<file path="src/rtl/sao_stat_ctrl.sv">
// sao_stat_ctrl: per-CTB sequencer for one SAO statistics adder tree.
// The block latches the target category and the group count on ctb_start. It
// feeds groups to the tree and follows the tree's one-register latency. It adds
// the tree output s31 into a signed CTB sum and then offers that sum downstream.
//
// Handshake rule for both interfaces: a transfer happens in exactly the cycle
// where valid and ready are both high at the rising clock edge. A producer that
// raises valid keeps it, and its data, stable until that transfer.
// In this block:
//   - grp_valid/grp_ready: grp_ready is high for the whole of RUN.
//   - res_valid/res_ready: res_valid is high for the whole of OUT.
module sao_stat_ctrl #(
  parameter int N_BO_TYPE     = 5,
  parameter int DIFF_CLIP_BIT = 4,
  parameter int CNT_W         = 12,
  parameter int ACC_W         = 20
) (
  input  logic                         clk,
  input  logic                         rst,
  input  logic                         ctb_start,
  input  logic [N_BO_TYPE-1:0]         cfg_cate,
  input  logic [CNT_W-1:0]             cfg_ngrp,
  input  logic                         grp_valid,
  output logic                         grp_ready,
  output logic                         stat_en,
  output logic                         stat_working,
  output logic [N_BO_TYPE-1:0]         stat_cate_target,
  input  logic [DIFF_CLIP_BIT+2:0]     stat_s31,
  output logic                         res_valid,
  input  logic                         res_ready,
  output logic [ACC_W-1:0]             res_sum,
  output logic [CNT_W-1:0]             res_ngrp,
  output logic                         busy,
  output logic                         err_start
);

  localparam int S_W = DIFF_CLIP_BIT + 3;

  typedef enum logic [1:0] {
    S_IDLE  = 2'd0,
    S_RUN   = 2'd1,
    S_DRAIN = 2'd2,
    S_OUT   = 2'd3
  } state_t;

  state_t               state_q, state_d;
  logic                 grp_ready_q, grp_ready_d;
  logic                 stat_working_q, stat_working_d;
  logic                 res_valid_q, res_valid_d;
  logic                 busy_q, busy_d;
  logic                 err_start_q, err_start_d;
  logic [N_BO_TYPE-1:0] cate_q, cate_d;
  logic [CNT_W-1:0]     remaining_q, remaining_d;
  logic [CNT_W-1:0]     count_q, count_d;
  logic [ACC_W-1:0]     acc_q, acc_d;
  logic                 acc_v_q, acc_v_d;
  logic [ACC_W-1:0]     res_sum_q, res_sum_d;
  logic [CNT_W-1:0]     res_ngrp_q, res_ngrp_d;

  logic [ACC_W-1:0]     s31_ext;
  logic [ACC_W-1:0]     acc_add;

  // The tree's en must go out in the same cycle as the group, so this output is combinational.
  assign stat_en = grp_valid & grp_ready_q;

  // The tree output belongs to the group accepted one cycle earlier. It is only added when acc_v_q marks it as fresh.
  always_comb begin
    s31_ext = {{(ACC_W - S_W){stat_s31[S_W-1]}}, stat_s31};
    acc_add = acc_v_q ? (acc_q + s31_ext) : acc_q;
  end

  // Compute the next state and all next-register values for the CTB sequence.
  always_comb begin
    state_d     = state_q;
    cate_d      = cate_q;
    remaining_d = remaining_q;
    count_d     = count_q + {{(CNT_W-1){1'b0}}, stat_en};
    acc_d       = acc_add;
    acc_v_d     = stat_en;
    res_sum_d   = res_sum_q;
    res_ngrp_d  = res_ngrp_q;
    err_start_d = ctb_start & (state_q != S_IDLE);

    case (state_q)
      S_IDLE: begin
        if (ctb_start) begin
          cate_d      = cfg_cate;
          remaining_d = cfg_ngrp;
          acc_d       = '0;
          count_d     = '0;
          if (cfg_ngrp == '0) begin
            state_d    = S_OUT;
            res_sum_d  = '0;
            res_ngrp_d = '0;
          end else begin
            state_d    = S_RUN;
          end
        end
      end
      S_RUN: begin
        if (stat_en) begin
          remaining_d = remaining_q - 1'b1;
          if (remaining_q == {{(CNT_W-1){1'b0}}, 1'b1}) begin
            state_d = S_DRAIN;
          end
        end
      end
      S_DRAIN: begin
        // Include the last group's s31, which is added in this same cycle.
        state_d    = S_OUT;
        res_sum_d  = acc_add;
        res_ngrp_d = count_q;
      end
      S_OUT: begin
        if (res_ready) begin
          state_d = S_IDLE;
        end
      end
      default: state_d = S_IDLE;
    endcase

    grp_ready_d    = (state_d == S_RUN);
    stat_working_d = (state_d == S_RUN) || (state_d == S_DRAIN);
    res_valid_d    = (state_d == S_OUT);
    busy_d         = (state_d != S_IDLE);
  end

  // Register the state, the datapath and the control outputs. Reset clears everything, including a partial sum.
  always_ff @(posedge clk) begin
    if (rst) begin
      state_q        <= S_IDLE;
      grp_ready_q    <= 1'b0;
      stat_working_q <= 1'b0;
      res_valid_q    <= 1'b0;
      busy_q         <= 1'b0;
      err_start_q    <= 1'b0;
      cate_q         <= '0;
      remaining_q    <= '0;
      count_q        <= '0;
      acc_q          <= '0;
      acc_v_q        <= 1'b0;
      res_sum_q      <= '0;
      res_ngrp_q     <= '0;
    end else begin
      state_q        <= state_d;
      grp_ready_q    <= grp_ready_d;
      stat_working_q <= stat_working_d;
      res_valid_q    <= res_valid_d;
      busy_q         <= busy_d;
      err_start_q    <= err_start_d;
      cate_q         <= cate_d;
      remaining_q    <= remaining_d;
      count_q        <= count_d;
      acc_q          <= acc_d;
      acc_v_q        <= acc_v_d;
      res_sum_q      <= res_sum_d;
      res_ngrp_q     <= res_ngrp_d;
    end
  end

  assign grp_ready        = grp_ready_q;
  assign stat_working     = stat_working_q;
  assign stat_cate_target = cate_q;
  assign res_valid        = res_valid_q;
  assign res_sum          = res_sum_q;
  assign res_ngrp         = res_ngrp_q;
  assign busy             = busy_q;
  assign err_start        = err_start_q;

endmodule

</file>
<file path="config.mk">
export PLATFORM = sky130hd
export DESIGN_NAME = sao_stat_ctrl
export DESIGN_NICKNAME = d
export VERILOG_FILES = /design/src/rtl/sao_stat_ctrl.sv
export SDC_FILE = /design/constraint.sdc
export NUM_CORES = 1
export LEC_CHECK = 0
export BUFFER_PORTS_ARGS = -buffer_cell sky130_fd_sc_hd__buf_2
export CAP_MARGIN = 10
export CORE_AREA = 8 8 108 110
export CTS_CLUSTER_SIZE = 12
export DETAILED_ROUTE_END_ITERATION = 7
export DIE_AREA = 0 0 116 118
export GPL_TIMING_DRIVEN = 0
export PLACE_DENSITY = 0.77
export SLEW_MARGIN = 0
export SYNTH_ARGS = -nofsm -noshare
export SYNTH_HDL_FRONTEND = slang
export SYNTH_SLANG_ARGS = --single-unit
</file>
<file path="constraint.sdc">
create_clock -name clk -period 3.4 [get_ports clk]
set_input_delay 0.17 -clock clk [delete_from_list [all_inputs] [get_ports clk]]
set_output_delay 0.17 -clock clk [all_outputs]
set_load 0.01 [all_outputs]
</file>
==> flow_summary_export.csv, run 1 <==
group,metric,value,unit
hold_path,hp-class,"input port to flip-flop",
grt,gr-usage-met1,21.1,%
layout,diodes,0,
sta,hold_violations,0,
floorplanning,dieArea,0.0137,mm2
synth,ys_warn_count,0,
synth,ys_ff_latch,89,
floorplanning,boundaryPins,72,
grt,grt-ovfl-total,0,
sta,finalClockSkew,0.0110,ns
floorplanning,core_area,0.0100,mm2
layout,areaGrowthSynthToFinish,16.2,%
status,status,"completed",
clock_network,cts_buffer_depth,2,
synth,synth-async-reset-ratio,0,%
synth,synth_top_area_cell,"dfxtp_1",
floorplanning,fp.dieW,116,um
clock_network,tritoncts,"yes",
setup_path,crit_path_start_kind,"flip-flop",
sta,relSlewSlack,46.2,%
sta,setup_violations,0,
sta,fmax,0.379,GHz
synth,synth.top_cells.by_count,"dfxtp_1, nor2_1, a21oi_1, nand2_1, o21ai_0",
sta,final-max-slew-violation-count,0,
sta,tns,0,ns
placed_design,port-buffer-count,70,
drt,drtPass1Iterations,5,
synth,yosys-top-cells-area,"dfxtp_1, nor2_1, ha_1",
clock_network,clk_pin_slew_worst_paths,0.10,ns
drt,ant_nets,0,
clock_network,cts_setup_buffers,0,
synth,seq_area_frac_synth,39.2,%
grt,antenna_found_initial,0,
layout,final_layout_size_suffix_gt1_share,15.8,%
sta,worst_slack,0.761,ns
placed_design,hpwl,9090,um
pwr,leakagePower,2.21,nW
pwr,finalPower,2.17,mW
clock_network,cts_hold_buf,0,
synth,synth-edff-count,0,
grt,grt_pass1_vias,4356,
grt,grt.total_usage,18.0,%
setup_path,arrival,2.90,ns
synth,synth.avg_cell_area,8.32,um2
synth,syn_inst,547,
clock_network,clk_root_buffer_cell,"clkbuf_8",
drt,wirelength,12000,um
setup_path,end_kind,"flip-flop",
setup_path,criticalPathCategory,"flip-flop to flip-flop",
sta,layout_worst_path_cycle_share,77.6,%
clock_network,cts_max_level,3,
placed_design,gp_congestion,0.899,
floorplanning,initial_core_util,45.5,%
synth,synthDistinctLibCells,50,
synth,synthesis.nets,603,
setup_path,critPathRequiredTime,3.66,ns
placed_design,pre_cts_slack,0.758,ns
grt,grt_pass1_wl,20300,um
run,max-cap-violations,0,
grt,busiest_layer,"met2",
sta,finalCriticalPeriod,2.64,ns
grt,use_met3,5.13,%
layout,fillers,967,
floorplanning,rows,37,
pwr,peakVddDrop,0.243,mV
drt,routed-via-count,4264,
layout,nets,685,
clock_network,cts_resized,0,
sta,worstMarginPinSlew,0.801,ns
grt,grtUsageMet2,30.3,%
drt,avgRoutedWirePerCell,15.5,um
sta,rsz0062_at_grt,"no",
setup_path,cp_max_fo,4,
floorplanning,die-height,118,um
drt,vias_per_cell,5.54,
pwr,powerDensity,411,mW/mm2
grt,grt_max_degree,18,
clock_network,clock_sinks,89,
drt,drtIter0Drc,186,
clock_network,cts_inserted_buffers,9,
synth,yosysTopAreaCellShare,39.2,%
synth,synthFlopType,"dfxtp_1",
clock_network,worstSkewPairLatency,0.36,ns
synth,synthesis.area,0.00455,mm2
drt,drcViolationCount,0,
routing by layer:
metal / wire [um] / vias up
li1: - / 2104
met1: 5110 / 1998
met2: 5790 / 138
met3: 818 / 24
met4: 253 / 0
met5: 0 / -
logic make-up after synthesis:
family | share of synthesized area [%]
AND/OR/NAND/NOR | 19.3
AO/OA/AOI/OAI | 20.7
flip-flops | 39.2
buffers and inverters | 3.93
XOR/XNOR | 5.20
adder cells (fa/ha/maj) | 7.59
multiplexers | 4.21
area by class of cell:
type	count	area [um2]	share of cell area, %
inverter	12	45.0	0.852
buffer	34	134	2.53
sequential	89	1780	33.7
clock inverter	7	85.1	1.61
timing repair buffer	71	358	6.77
clock buffer	9	124	2.34
tap	136	170	3.22
multi-input combinational	412	2590	49.0
path summary, 6_finish.rpt:
| check | start | end | slack (ns) | depth (start not counted) |
|---|---|---|---|---|
| max | acc_q[0] | res_sum[16] | 0.76 | 9 |
| min | cfg_cate[2] | stat_cate_target[2] | 0.05 | 3 |
| max reg2reg | acc_q[0] | res_sum[16] | 0.76 | 9 |
| min reg2reg | res_sum[14] | res_sum[14] | 0.47 | 2 |
through the flow:
step	hold slack [ns]	cell area, um2	cells	utilization [%]
2_1_floorplan	0.317	4550	547	-
3_3_place_gp	0.407	5070	753	50.7
3_5_place_dp	0.417	5080	754	50.8
4_1_cts	0.0418	5290	770	52.9
5_1_grt	0.0481	5290	770	52.9
6_report	0.0528	5290	770	52.9
registers in the layout (all words and copies together), names as in the netlist, named ones only:
register / count
res_sum: 20
acc_q: 19
count_q: 12
remaining_q: 12
res_ngrp: 12
stat_cate_target: 5
state_q: 2
acc_v_q: 1
busy: 1
err_start: 1
grp_ready: 1
res_valid: 1
stat_working: 1
placed cells by master, fill, tap and decap left out, drive strengths merged, types with 11 or more instances in the layout:
master   n
o21ai   32
nor2    89
dfxtp   89
nand2   39
inv     16
buf     78
clkbuf  36
mux2i   18
nand3   16
xor2    11
a21oi   42
xnor2   16
ha      26
a22oi   19
worst max-delay path, stage by stage, from the launching register on:
cell and delay (ns):
dfxtp_1 0.32, ha_1 0.22, fa_1 0.42, a21o_1 0.19, a221o_1 0.34, o22ai_2 0.26, o41ai_1 0.15, xor2_1 0.15
mux2_2 0.29, a22o_1 0.20
power by group:
group | internal (mW) | switching, mW
logic | 0.112 | 0.189
registers | 1.07 | 0.0199
clock network | 0.355 | 0.427
total | 1.54 | 0.635
Note: power is estimated with default switching activity, not from simulation.
==> inputs of run 2 (changes only) <==
--- a/config.mk
+++ b/config.mk
@@ -12,7 +12,7 @@
 export DETAILED_ROUTE_END_ITERATION = 7
 export DIE_AREA = 0 0 116 118
 export GPL_TIMING_DRIVEN = 0
-export PLACE_DENSITY = 0.77
+export PLACE_DENSITY = 0.79
 export SLEW_MARGIN = 0
 export SYNTH_ARGS = -nofsm -noshare
 export SYNTH_HDL_FRONTEND = slang
==> constraint.sdc (replaced) <==
create_clock -name clk -period 2.25 [get_ports clk]
set_input_delay 0.1125 -clock clk [delete_from_list [all_inputs] [get_ports clk]]
set_output_delay 0.1125 -clock clk [all_outputs]
set_load 0.01 [all_outputs]
==> run 2 against run 1 <==
Against the previous run:
- the run now ends with negative setup slack left
- cell count increased by 1.2%
- register-to-register slack got worse by 0.98 ns
- die area unchanged
- global-route usage increased by 0.33 points
- hold slack got worse by 0.034 ns
- design area increased by 4.8%
- critical path depth unchanged
- combinational power increased by 67%
- fmax increased by 6.8%
- worst setup slack got worse by 0.98 ns
- via count increased by 1.8%
- critical path type unchanged
==> flow_summary_export.csv, run 2 (same netlist as run 1, synthesis figures left out) <==
group,metric,value,unit
drt,vias_per_cell,5.57,
clock_network,clk_root_buffer_cell,"clkbuf_8",
layout,final_util,55.4,%
setup_path,path_cells,"ha_4 -> fa_2 -> a21o_1 -> a221o_1 -> o22ai_4 -> o41ai_2 -> xor2_1 -> mux2_4 -> a22o_1",
sta,worstMarginPinSlew,0.727,ns
sta,hold_violations,0,
setup_path,critPathRequiredTime,2.52,ns
drt,ant_nets,0,
grt,grt.total_usage,18.3,%
placed_design,hpwl,9110,um
sta,rsz0062_at_grt,"yes",
layout,nets,694,
layout,fillers,931,
setup_path,crit_path_top_delay_cell,"a221o_1",
clock_network,tritoncts,"yes",
pwr,powerDensity,586,mW/mm2
setup_path,slowest_delay,0.35,ns
layout,diodes,0,
layout,final_cell_mix,"nor2_1, dfxtp_1, buf_2, nand2_1, a21oi_1",
sta,layout_worst_path_cycle_share,110,%
layout,final_layout_size_suffix_gt1_share,20.5,%
sta,finalCriticalPeriod,2.47,ns
layout,areaGrowthSynthToFinish,21.8,%
clock_network,clock_sinks,89,
setup_path,arrival,2.74,ns
sta,holdWs,0.0188,ns
pwr,leakagePower,2.28,nW
drt,wirelength,12500,um
grt,grt-ovfl-total,0,
sta,finalClockSkew,0.0143,ns
setup_path,crit_path_start_kind,"flip-flop",
floorplanning,die-height,118,um
grt,grt_pass1_vias,4308,
layout,multiInputGateArea,0.00276,mm2
floorplanning,core_area,0.0100,mm2
setup_path,path_buf_inv,0,
grt,grt_pass1_wl,20500,um
clock_network,clk_pin_slew_worst_paths,0.10,ns
clock_network,cts_max_level,3,
floorplanning,rows,37,
layout,largest_reg_flops,20,
clock_network,cts_buffer_depth,2,
sta,final-max-slew-violation-count,0,
grt,antenna_found_initial,0,
layout,seqCellArea,0.00179,mm2
run,max-cap-violations,0,
placed_design,gp_congestion,0.897,
drt,drcViolationCount,0,
floorplanning,fp.dieW,116,um
status,violations,"negative setup slack",
floorplanning,initial_core_util,45.5,%
sta,worst_slack,-0.221,ns
floorplanning,boundaryPins,72,
drt,avgRoutedWirePerCell,16.1,um
sta,relSlewSlack,51.5,%
setup_path,path_delay_family,"compound AO/OA/AOI/OAI gates",
setup_path,criticalPathCategory,"flip-flop to flip-flop",
drt,drtPass1Iterations,5,
status,status,"complete, but fails checks",
placed_design,port-buffer-count,70,
clock_network,worstSkewPairLatency,0.37,ns
pwr,peakVddDrop,0.341,mV
drt,routed-via-count,4342,
clock_network,cts_inserted_buffers,9,
sta,fmax,0.405,GHz
setup_path,end_kind,"flip-flop",
floorplanning,dieArea,0.0137,mm2
hold_path,hp-class,"input port to flip-flop",
sta,setup_violations,13,
grt,grt_max_degree,19,
layout,final_common_cell,"nor2_1",
drt,drtIter0Drc,216,
setup_path,cp_max_fo,4,
run 2: worst register-to-register path, delay by kind of cell (launching register included):
kind | cells | cell delay [ns]
xor gates and xnor gates | 1 | 0.15
muxes | 1 | 0.28
AOI/OAI and AO/OA | 5 | 1.10
adders and majority gates | 2 | 0.50
DFF | 1 | 0.34
run 2: cell type report:
cell class              instances  area share, %
well taps                     136           3.07
inverters                      12          0.813
plain buffers                  30           2.19
repair buffers                 84           8.43
clock inverters                 7           1.26
flip-flops and latches         89           32.2
clock buffers                   9           2.24
multi-input cells             412           49.8
run 2: power breakdown:
group / total (mW) / switching, mW / internal (mW) / leakage (nW)
combinational: 0.500 / 0.307 / 0.193 / 1.46
clock: 1.09 / 0.657 / 0.436 / 0.0973
sequential: 1.65 / 0.0352 / 1.62 / 0.723
run 2: metal layers:
metal | global-route usage, % | share of wire (%) | vias to the layer above
met5 | 0 | 0 | -
met1 | 22.1 | 41 | 2030
met4 | 7.54 | 2.1 | 0
met2 | 30.1 | 49 | 161
li1 | - | - | 2121
met3 | 4.31 | 7.9 | 30
run 2: final timing paths:
kind	cells after the start	slack (ns)	from	to
worst min register to register	2	0.47	res_sum[7]	res_sum[7]
worst min-delay path	3	0.02	cfg_cate[4]	stat_cate_target[4]
worst max-delay path	9	-0.22	acc_q[0]	res_sum[16]
worst max register to register	9	-0.22	acc_q[0]	res_sum[16]
run 2: repair_timing:
item,in CTS,in global routing
cloned,0,0
endpoints found under the hold margin,4,0
setup endpoints to repair,25,51
pin swaps,6,17
buffers inserted,5,5
gates resized for setup,9,21
hold buffers,4,0
run 2: per-stage QoR:
stage / area, um2 / power (mW) / cells / setup slack [ns] / TNS [ns]
2_1_floorplan: 4580 / 1.99 / 547 / -0.119 / -0.218
3_3_place_gp: 5100 / 2.11 / 753 / -0.270 / -1.90
3_5_place_dp: 5100 / 2.13 / 753 / -0.277 / -2.38
4_1_cts: 5400 / 3.23 / 776 / -0.160 / -0.637
5_1_grt: 5540 / 3.38 / 779 / -0.295 / -2.88
6_report: 5540 / 3.24 / 779 / -0.221 / -1.39
